## src/rtl/clk_divider_n.sv

```systemverilog
// clk_divider_n: programmable integer clock divider, divide-by-N (N = 2..2**W-1)
// with 50% duty cycle for even and odd N. A new divisor (load/div_i) and the run
// enable take effect only at a period boundary, so clk_out never shows a runt.
//
// Ports:
//   clk      in   reference clock
//   rst      in   asynchronous active-high reset
//   en       in   run enable (sampled on clk posedge)
//   div_i    in   [W-1:0] new divisor, captured when load=1 (0/1 clamp to 2)
//   load     in   capture strobe for div_i
//   clk_out  out  divided clock
//   tick     out  1-clk pulse during the first cycle of every period
//   div_cur  out  [W-1:0] divisor currently in effect
//   running  out  high while periods are being generated
module clk_divider_n #(
  parameter int W           = 8,
  parameter int DEFAULT_DIV = 3
) (
  input  logic         clk,
  input  logic         rst,
  input  logic         en,
  input  logic [W-1:0] div_i,
  input  logic         load,
  output logic         clk_out,
  output logic         tick,
  output logic [W-1:0] div_cur,
  output logic         running
);

  localparam logic [1:0] ST_IDLE = 2'd0;
  localparam logic [1:0] ST_ARM  = 2'd1;
  localparam logic [1:0] ST_RUN  = 2'd2;

  logic [1:0]   state;
  logic [W-1:0] cnt;
  logic [W-1:0] cnt_inc;
  logic [W-1:0] pend;
  logic [W-1:0] load_val;
  logic [W:0]   half_cur;
  logic         pend_vld;
  logic         pos_q;
  logic         neg_q;
  logic         boundary;

  always_comb begin
    boundary = (state == ST_RUN) && (cnt == div_cur - 1'b1);
    cnt_inc  = cnt + 1'b1;
    // H = ceil(N/2): number of period cycles with pos_q high
    half_cur = ({1'b0, div_cur} + 1'b1) >> 1;
    load_val = (div_i < W'(2)) ? W'(2) : div_i;
  end

  always_ff @(posedge clk or posedge rst) begin
    if (rst) begin
      state    <= ST_IDLE;
      cnt      <= '0;
      pos_q    <= 1'b0;
      tick     <= 1'b0;
      div_cur  <= W'(DEFAULT_DIV);
      pend     <= '0;
      pend_vld <= 1'b0;
    end else begin
      tick <= 1'b0;
      case (state)
        ST_IDLE: begin
          if (en) state <= ST_ARM;
        end
        ST_ARM: begin
          // First period after a start; a divisor loaded while stopped applies here.
          state <= ST_RUN;
          cnt   <= '0;
          pos_q <= 1'b1;
          tick  <= 1'b1;
          if (pend_vld) begin
            div_cur  <= pend;
            pend_vld <= 1'b0;
          end
        end
        ST_RUN: begin
          if (boundary) begin
            cnt <= '0;
            if (pend_vld) begin
              div_cur  <= pend;
              pend_vld <= 1'b0;
            end
            if (en) begin
              pos_q <= 1'b1;
              tick  <= 1'b1;
            end else begin
              state <= ST_IDLE;
              pos_q <= 1'b0;
            end
          end else begin
            cnt   <= cnt_inc;
            pos_q <= ({1'b0, cnt_inc} < half_cur);
          end
        end
        default: state <= ST_IDLE;
      endcase
      // Placed after the boundary update so a load on the boundary cycle stays
      // pending for the next boundary instead of being consumed now.
      if (load) begin
        pend     <= load_val;
        pend_vld <= 1'b1;
      end
    end
  end

  always_ff @(negedge clk or posedge rst) begin
    if (rst) neg_q <= 1'b0;
    else     neg_q <= pos_q;
  end

  // Parity follows div_cur, which only changes when both phases are low.
  always_comb begin
    running = (state == ST_RUN);
    clk_out = div_cur[0] ? (pos_q & neg_q) : pos_q;
  end

endmodule

```

## config.mk

```make
export PLATFORM = sky130hd
export DESIGN_NAME = clk_divider_n
export DESIGN_NICKNAME = d
export VERILOG_FILES = /design/src/rtl/clk_divider_n.sv
export SDC_FILE = /design/constraint.sdc
export NUM_CORES = 1
export LEC_CHECK = 0
export CELL_PAD_IN_SITES_DETAIL_PLACEMENT = 0
export CELL_PAD_IN_SITES_GLOBAL_PLACEMENT = 1
export CORE_MARGIN = 3
export CORE_UTILIZATION = 44
export DETAILED_ROUTE_END_ITERATION = 8
export PLACE_DENSITY = 0.78
export SLEW_MARGIN = 20
export SYNTH_ARGS = -nofsm -noshare
export SYNTH_HDL_FRONTEND = slang
export SYNTH_SLANG_ARGS = --single-unit
```

## constraint.sdc

```tcl
create_clock -name clk -period 3.7 [get_ports clk]
set_input_delay 1.11 -clock clk [delete_from_list [all_inputs] [get_ports clk]]
set_output_delay 1.11 -clock clk [all_outputs]
set_load 0.03 [all_outputs]
```

### Word-level counts from Yosys, hierarchy flattened

Cells that the tools add are included.

* equal/unequal tests: 7
* add/sub/neg operators: 3
* order comparisons: 2
* bitwise operators: 1
* reduce and logical (&&, ||, !) cells: 7
* multiplexer cells: 19

Operators by type and width (number)
* $mux W8: 4
* $pmux W8 S2: 2
* $add A8 B1 Y9 const B: 1
* $add A8 B1 Y8 const B: 1
* $eq A8 B8 Y1: 1
* $lt A8 B2 Y1 const B: 1
* $lt A8 B8 Y1: 1
* $sub A8 B1 Y8 const B: 1
* $mux W1: 6
* $mux W2: 3
* $pmux W1 S2: 3
* $pmux W2 S3: 1
* $ne A2 B2 Y1 const B: 2
* $reduce_and A2 Y1: 2
* $ne A3 B2 Y1 const B: 1
* $reduce_and A3 Y1: 1
* $reduce_bool A3 Y1: 1
* $eq A2 B1 Y1 const B: 1
* $eq A2 B2 Y1 const B: 1
* $logic_not A2 Y1: 1
* $ne A2 B1 Y1 const B: 1
* $reduce_bool A2 Y1: 1
* $and A1 B1 Y1: 1
* $logic_and A1 B1 Y1: 1

* output and inout bits: 11
* bits of input ports: 12
* register bits after elaboration: 30

### Logic depth before layout (Yosys ltp)

Gate-level depths: netlist of run 1.

* word-level depth: 6
* gate-level depth with buffers: 11
* mapped depth without buffers: 10

==> results of run 1 <==
cells by family (layout without fill, tap and decap cells):
family,count (synthesis),in the layout,share of synthesized area [%]
mux,9,9,4.43
simple gates,84,84,20.4
fa+ha+maj,14,14,7.75
flops,30,30,33.3
compound gates,55,55,20.5
xor+xnor,19,19,7.36
buf+inv,32,47,6.20
through the flow:
| stage | utilization (%) | total power, uW | instances | area, um2 | setup WS [ns] |
|---|---|---|---|---|---|
| 6_report | 53.5 | 1880 | 325 | 2590 | -0.178 |
| 5_1_grt | 53.5 | 2030 | 325 | 2590 | -0.213 |
| 4_1_cts | 53.5 | 1880 | 325 | 2590 | -0.189 |
| 3_5_place_dp | 51.5 | 1590 | 317 | 2500 | 0.114 |
| 3_3_place_gp | 51.5 | 1580 | 317 | 2500 | 0.109 |
| 2_1_floorplan | - | 1320 | 243 | 2260 | 0.102 |
Yosys cell counts (2+ instances only):
cell type,n
xor2_1,11
o21ai_0,2
nand2_1,18
a21o_1,3
o211ai_1,5
and3_1,7
or4_1,2
nor2b_1,8
o311ai_1,3
nand2b_1,5
nand4b_1,3
ha_1,14
a311oi_1,8
nor3_1,10
o22ai_1,3
dfstp_2,2
nand3_1,7
o221ai_1,2
nor2_1,10
buf_2,4
mux2_2,7
o2bb2ai_1,2
xnor2_1,8
nand4_1,10
a21oi_1,5
buf_6,2
a31oi_1,2
a211oi_1,2
o21a_1,4
dfrtp_1,27
inv_1,14
clkbuf_1,12
power breakdown:
| group | switching (uW) | leakage, uW | total [uW] | internal (uW) |
|---|---|---|---|---|
| Sequential | 170 | 0.000348 | 568 | 399 |
| Combinational | 582 | 0.000707 | 1030 | 444 |
| Clock | 133 | 0.0000472 | 283 | 149 |
| Total | 885 | 0.00110 | 1880 | 992 |
placed cells by master (no fill, tap or decap), drive strengths merged, types with 3 or more instances in the layout:
master / instances
ha: 14
nand4: 10
xnor2: 8
nor2b: 8
nand2b: 5
dfrtp: 27
clkdlybuf4s50: 21
clkbuf: 6
and3: 7
nor2: 10
o311ai: 3
nand4b: 3
inv: 14
xor2: 11
o21a: 4
a211oi: 3
o211ai: 5
nand2: 18
mux2: 8
a21o: 3
o22ai: 3
a311oi: 8
o21ai: 3
buf: 4
nor3: 10
nand3: 7
a21oi: 5
cell type report:
type,instances,area [um2],share of cell area [%]
multi-input cells,181,1370,52.7
clock inverters,2,12.5,0.482
well taps,67,83.8,3.23
inverters,14,52.6,2.03
flip-flops and latches,30,753,29.0
clock buffers,6,82.6,3.18
repair buffers,25,244,9.40
final timing paths:
path / from / endpoint / slack, ns
min: state[1] / state[1] / 0.53
max reg2reg: div_cur[0] / cnt[0] / 0.76
max: neg_q / clk_out / -0.18
min in group asynchronous: rst / pend[0] / 1.23
min reg2reg: state[1] / state[1] / 0.53
max in group asynchronous: rst / neg_q / 0.87
routing by layer:
| metal | track usage, % | vias to the layer above | share of wire [%] |
|---|---|---|---|
| li1 | - | 923 | - |
| met1 | 28.0 | 901 | 52 |
| met2 | 25.9 | 51 | 43 |
| met3 | 3.48 | 6 | 3.6 |
| met4 | 6.05 | 0 | 1.3 |
| met5 | 0 | - | 0 |
sequential cells by signal (all words and copies together), names as in the netlist:
register	flops
neg_q	1
state	2
pend_vld	1
cnt	8
pend	8
div_cur	8
pos_q	1
tick	1
==> results_dict.tcl, run 1 <==
set metrics [dict create \
    status "complete, but fails checks" \
    violations "setup timing" \
    hold_path_class "flop to flop" \
    clockBufferDepth 2 \
    root_buffer "clkbuf_8" \
    vdd_ir_drop_max_mv 0.354 \
    ctsResizeCount 1 \
    worstRegToRegCells 8 \
    avgSynthCellArea_um2 9.30 \
    synth_top_area_share_pct 29.9 \
    yosysTopAreaCell "dfrtp_1" \
    clock_latency_ns 0.29 \
    ys_types 53 \
    die_w_um 77.7 \
    syn_area_um2 2260 \
    holdWs_ns 0.532 \
    ioPinCount 23 \
    port_buffers 22 \
    path_buf_inv 1 \
    synth_edf_count 0 \
    grt_max_degree 30 \
    dieArea_um2 6030 \
    cts-buffers-inserted 5 \
    worst_setup_path_end_kind "output port" \
    grt_usage_pct 18.4 \
    fin_worst_skew_ns 0.00896 \
    drt-total-wl_um 5180 \
    syn_to_final_growth_pct 14.8 \
    slowest_delay_ns 0.38 \
    h-tree-depth 2 \
    via_per_inst 5.79 \
    cts_tree "built" \
    start_util_pct 46.6 \
    dr.pass1.iters 4 \
    core_um2 4850 \
    drcViolationCount 0 \
    cp_num_cells 2 \
    synth_area_leaders "dfrtp_1 30%, ha_1 7.8%, xor2_1 4.3%" \
    clock-sinks 30 \
    drv_cap 0 \
    setup.worst_path.class "flop to output port" \
    min_path_cells 1 \
    cp_max_fo 1 \
    worstPathArrival_ns 2.77 \
    synth_warnings 0 \
    final.fill_count 471 \
    layout-drive-gt1-share_pct 10.9 \
    startpoint_type "flop" \
    hold_buffers 0 \
    fp-row-count 25 \
    fin_tns_setup_ns -0.178 \
    wl_per_cell_um 15.9 \
    postCtsSetupBuffers 0 \
    setup_ws_ns -0.178 \
    vias 1881 \
    syn_nets 269 \
    setup_violations 1 \
    antenna_found_initial 0 \
    synthArstFlopShare_pct 100 \
    grt_overflow 0 \
    clk_pin_slew_ns 0.07 \
    hold_viol 0 \
    max_slew_margin_pct 49.4 \
    antenna_cells 0 \
    path_cells "o21a_1, buf_6" \
    worst_slew_pin_slew_ns 0.757 \
    die_h_um 77.7 \
    synth-seq-area-share_pct 33.3 \
    powerDensity_nw_per_um2 723 \
    place.gp.congestion 0.793 \
    ant_nets 0 \
    synthCells 243 \
    dp_hpwl_um 3760 \
    fin_nets 283 \
    drv_slew 0 \
    p_leak_uw 0.00110 \
    grt_pass1_wl_um 8780 \
    grt_setup_unrepaired "yes" \
    synth_seq_cells 30 \
    grt_pass1_vias 1712 \
    cp_slowest_cell "dfrtn_1" \
    path_delay_family "flip-flops" \
    crit_required_ns 2.59 \
    drtIter0Drc 120 \
    synth-main-ff-cell "dfrtp_1" \
]
Power figures use the tool's default switching activity.
==> run 2, diff against run 1 <==
--- a/config.mk
+++ b/config.mk
@@ -9,6 +9,7 @@
 export CELL_PAD_IN_SITES_GLOBAL_PLACEMENT = 1
 export CORE_MARGIN = 3
 export CORE_UTILIZATION = 44
+export CTS_CLUSTER_DIAMETER = 30
 export DETAILED_ROUTE_END_ITERATION = 8
 export PLACE_DENSITY = 0.78
 export SLEW_MARGIN = 20
==> constraint.sdc (replaced) <==
create_clock -name clk -period 4.1 [get_ports clk]
set_input_delay 1.23 -clock clk [delete_from_list [all_inputs] [get_ports clk]]
set_output_delay 1.23 -clock clk [all_outputs]
set_load 0.03 [all_outputs]
==> run 2 against run 1 <==
The run still ends with setup timing left; sequential power is 9.9% lower; critical endpoint unchanged; highest routed layer unchanged; sequential share of layout area fell by 0.084 points; count of clock-buffer cells in the layout unchanged; combinational power down 11%; non-clock buffer count is 1 higher; die area stayed put; critical path depth unchanged.
==> results_dict.tcl, run 2 (synthesized netlist as in run 1, its figures left out) <==
set metrics [dict create \
    grt_setup_unrepaired "yes" \
    clock-sinks 30 \
    fin_nets 284 \
    final_cell_mix "27 x dfrtp_1, 21 x clkdlybuf4s50_1, 18 x nand2_1" \
    antenna_cells 0 \
    postCtsSetupBuffers 0 \
    startpoint_type "flop" \
    dp_hpwl_um 3790 \
    vdd_ir_drop_max_mv 0.329 \
    worst_slew_pin_slew_ns 0.770 \
    dieArea_um2 6030 \
    syn_to_final_growth_pct 15.2 \
    ctsResizeCount 1 \
    core_um2 4850 \
    crit_required_ns 2.87 \
    post_dp_cell_area_um2 2500 \
    cts_tree "built" \
    h-tree-depth 2 \
    hold_buffers 0 \
    p_sw_uw 783 \
    drcViolationCount 0 \
    fin_tns_setup_ns -0.103 \
    grt_pass1_wl_um 8890 \
    max_slew_margin_pct 48.6 \
    violations "setup timing" \
    fp-row-count 25 \
    cts-buffers-inserted 5 \
    holdWs_ns 0.522 \
    setup.worst_path.class "flop to output port" \
    dr.pass1.iters 4 \
    clk_pin_slew_ns 0.06 \
    layout-drive-gt1-share_pct 11.2 \
    clockBufferDepth 2 \
    wl_per_cell_um 15.9 \
    clkPwrFrac_pct 15.1 \
    root_buffer "clkbuf_8" \
    swShare_pct 46.7 \
    p_seq_share_pct 30.5 \
    internal_power_uw 892 \
    die_w_um 77.7 \
    final_area_um2 2600 \
    hold_path_class "flop to flop" \
    worstPathArrival_ns 2.97 \
    ioPinCount 23 \
    cp_max_fo 1 \
    drt-total-wl_um 5180 \
    grt_max_degree 30 \
    setup_violations 1 \
    powerDensity_nw_per_um2 644 \
    clock_latency_ns 0.29 \
    die_h_um 77.7 \
    setup_ws_ns -0.103 \
    grt_usage_pct 18.5 \
    grt_overflow 0 \
    p_comb_share_pct 54.4 \
    reg.largest.list "cnt x8, div_cur x8, pend x8" \
    fin_cells 326 \
    antenna_found_initial 0 \
    final_common_cell "dfrtp_1" \
    via_per_inst 5.84 \
    p_leak_uw 0.00111 \
    port_buffers 22 \
    p_total_uw 1680 \
    vias 1904 \
    status "complete, but fails checks" \
    hold_viol 0 \
    worst_setup_path_end_kind "output port" \
    ant_nets 0 \
    place.gp.congestion 0.776 \
    drv_cap 0 \
    drv_slew 0 \
    grt_pass1_vias 1767 \
    start_util_pct 46.6 \
    fin_worst_skew_ns 0.00875 \
    drtIter0Drc 120 \
    place_inst 318 \
]
==> run 2: metal layers <==
| layer | vias to the layer above | share of wire (%) | track usage, % |
|---|---|---|---|
| met5 | - | 0 | 0 |
| met4 | 0 | 0.97 | 4.80 |
| met3 | 6 | 4.6 | 3.71 |
| met2 | 38 | 45 | 27.7 |
| met1 | 926 | 50 | 27.2 |
| li1 | 934 | - | - |
==> run 2: critical path: stages, from the launching register on <==
cell	delay, ns
dfrtn_1	0.38
o21a_1	0.12
buf_6	0.13
==> run 2: power by group through the flow <==
stage	Sequential (uW)	Combinational [uW]	Clock, uW
2_1_floorplan	494	695	0
3_3_place_gp	516	901	0
3_5_place_dp	517	909	0
4_1_cts	512	916	260
5_1_grt	534	1020	270
6_report	512	912	252
==> run 2: final timing paths <==
kind                             from  endpoint  slack (ns)  cells past startpoint
setup / recovery                neg_q   clk_out       -0.10                      2
hold / removal               state[1]  state[1]        0.52                      1
setup reg to reg           div_cur[0]  pend_vld        1.13                      9
hold reg to reg              state[1]  state[1]        0.52                      1
max in group asynchronous         rst     neg_q        0.94                      2
min in group asynchronous         rst   pend[0]        1.36                      3
==> run 2: cell type report <==
cell class | count | area (um2)
clock buffer | 6 | 82.6
clock inverter | 2 | 12.5
fill | 478 | 2250
inverter | 14 | 52.6
multi-input combinational | 181 | 1370
sequential | 30 | 753
tap | 67 | 83.8
timing repair buffer | 26 | 251
==> run 2: metrics by stage <==
stage,utilization (%),setup WS (ns)
final,53.7,-0.103
after detailed placement,51.6,0.198
after floorplan,-,0.182
after CTS,53.7,-0.105
after global routing,53.7,-0.138
after global placement,51.6,0.189
==> run 3, diff against run 2 <==
--- a/config.mk
+++ b/config.mk
@@ -16,3 +16,4 @@
 export SYNTH_ARGS = -nofsm -noshare
 export SYNTH_HDL_FRONTEND = slang
 export SYNTH_SLANG_ARGS = --single-unit
+export TNS_END_PERCENT = 5
==> results of run 3 <==
Same layout as run 2: the final DEF is identical, and so are final timing and power.
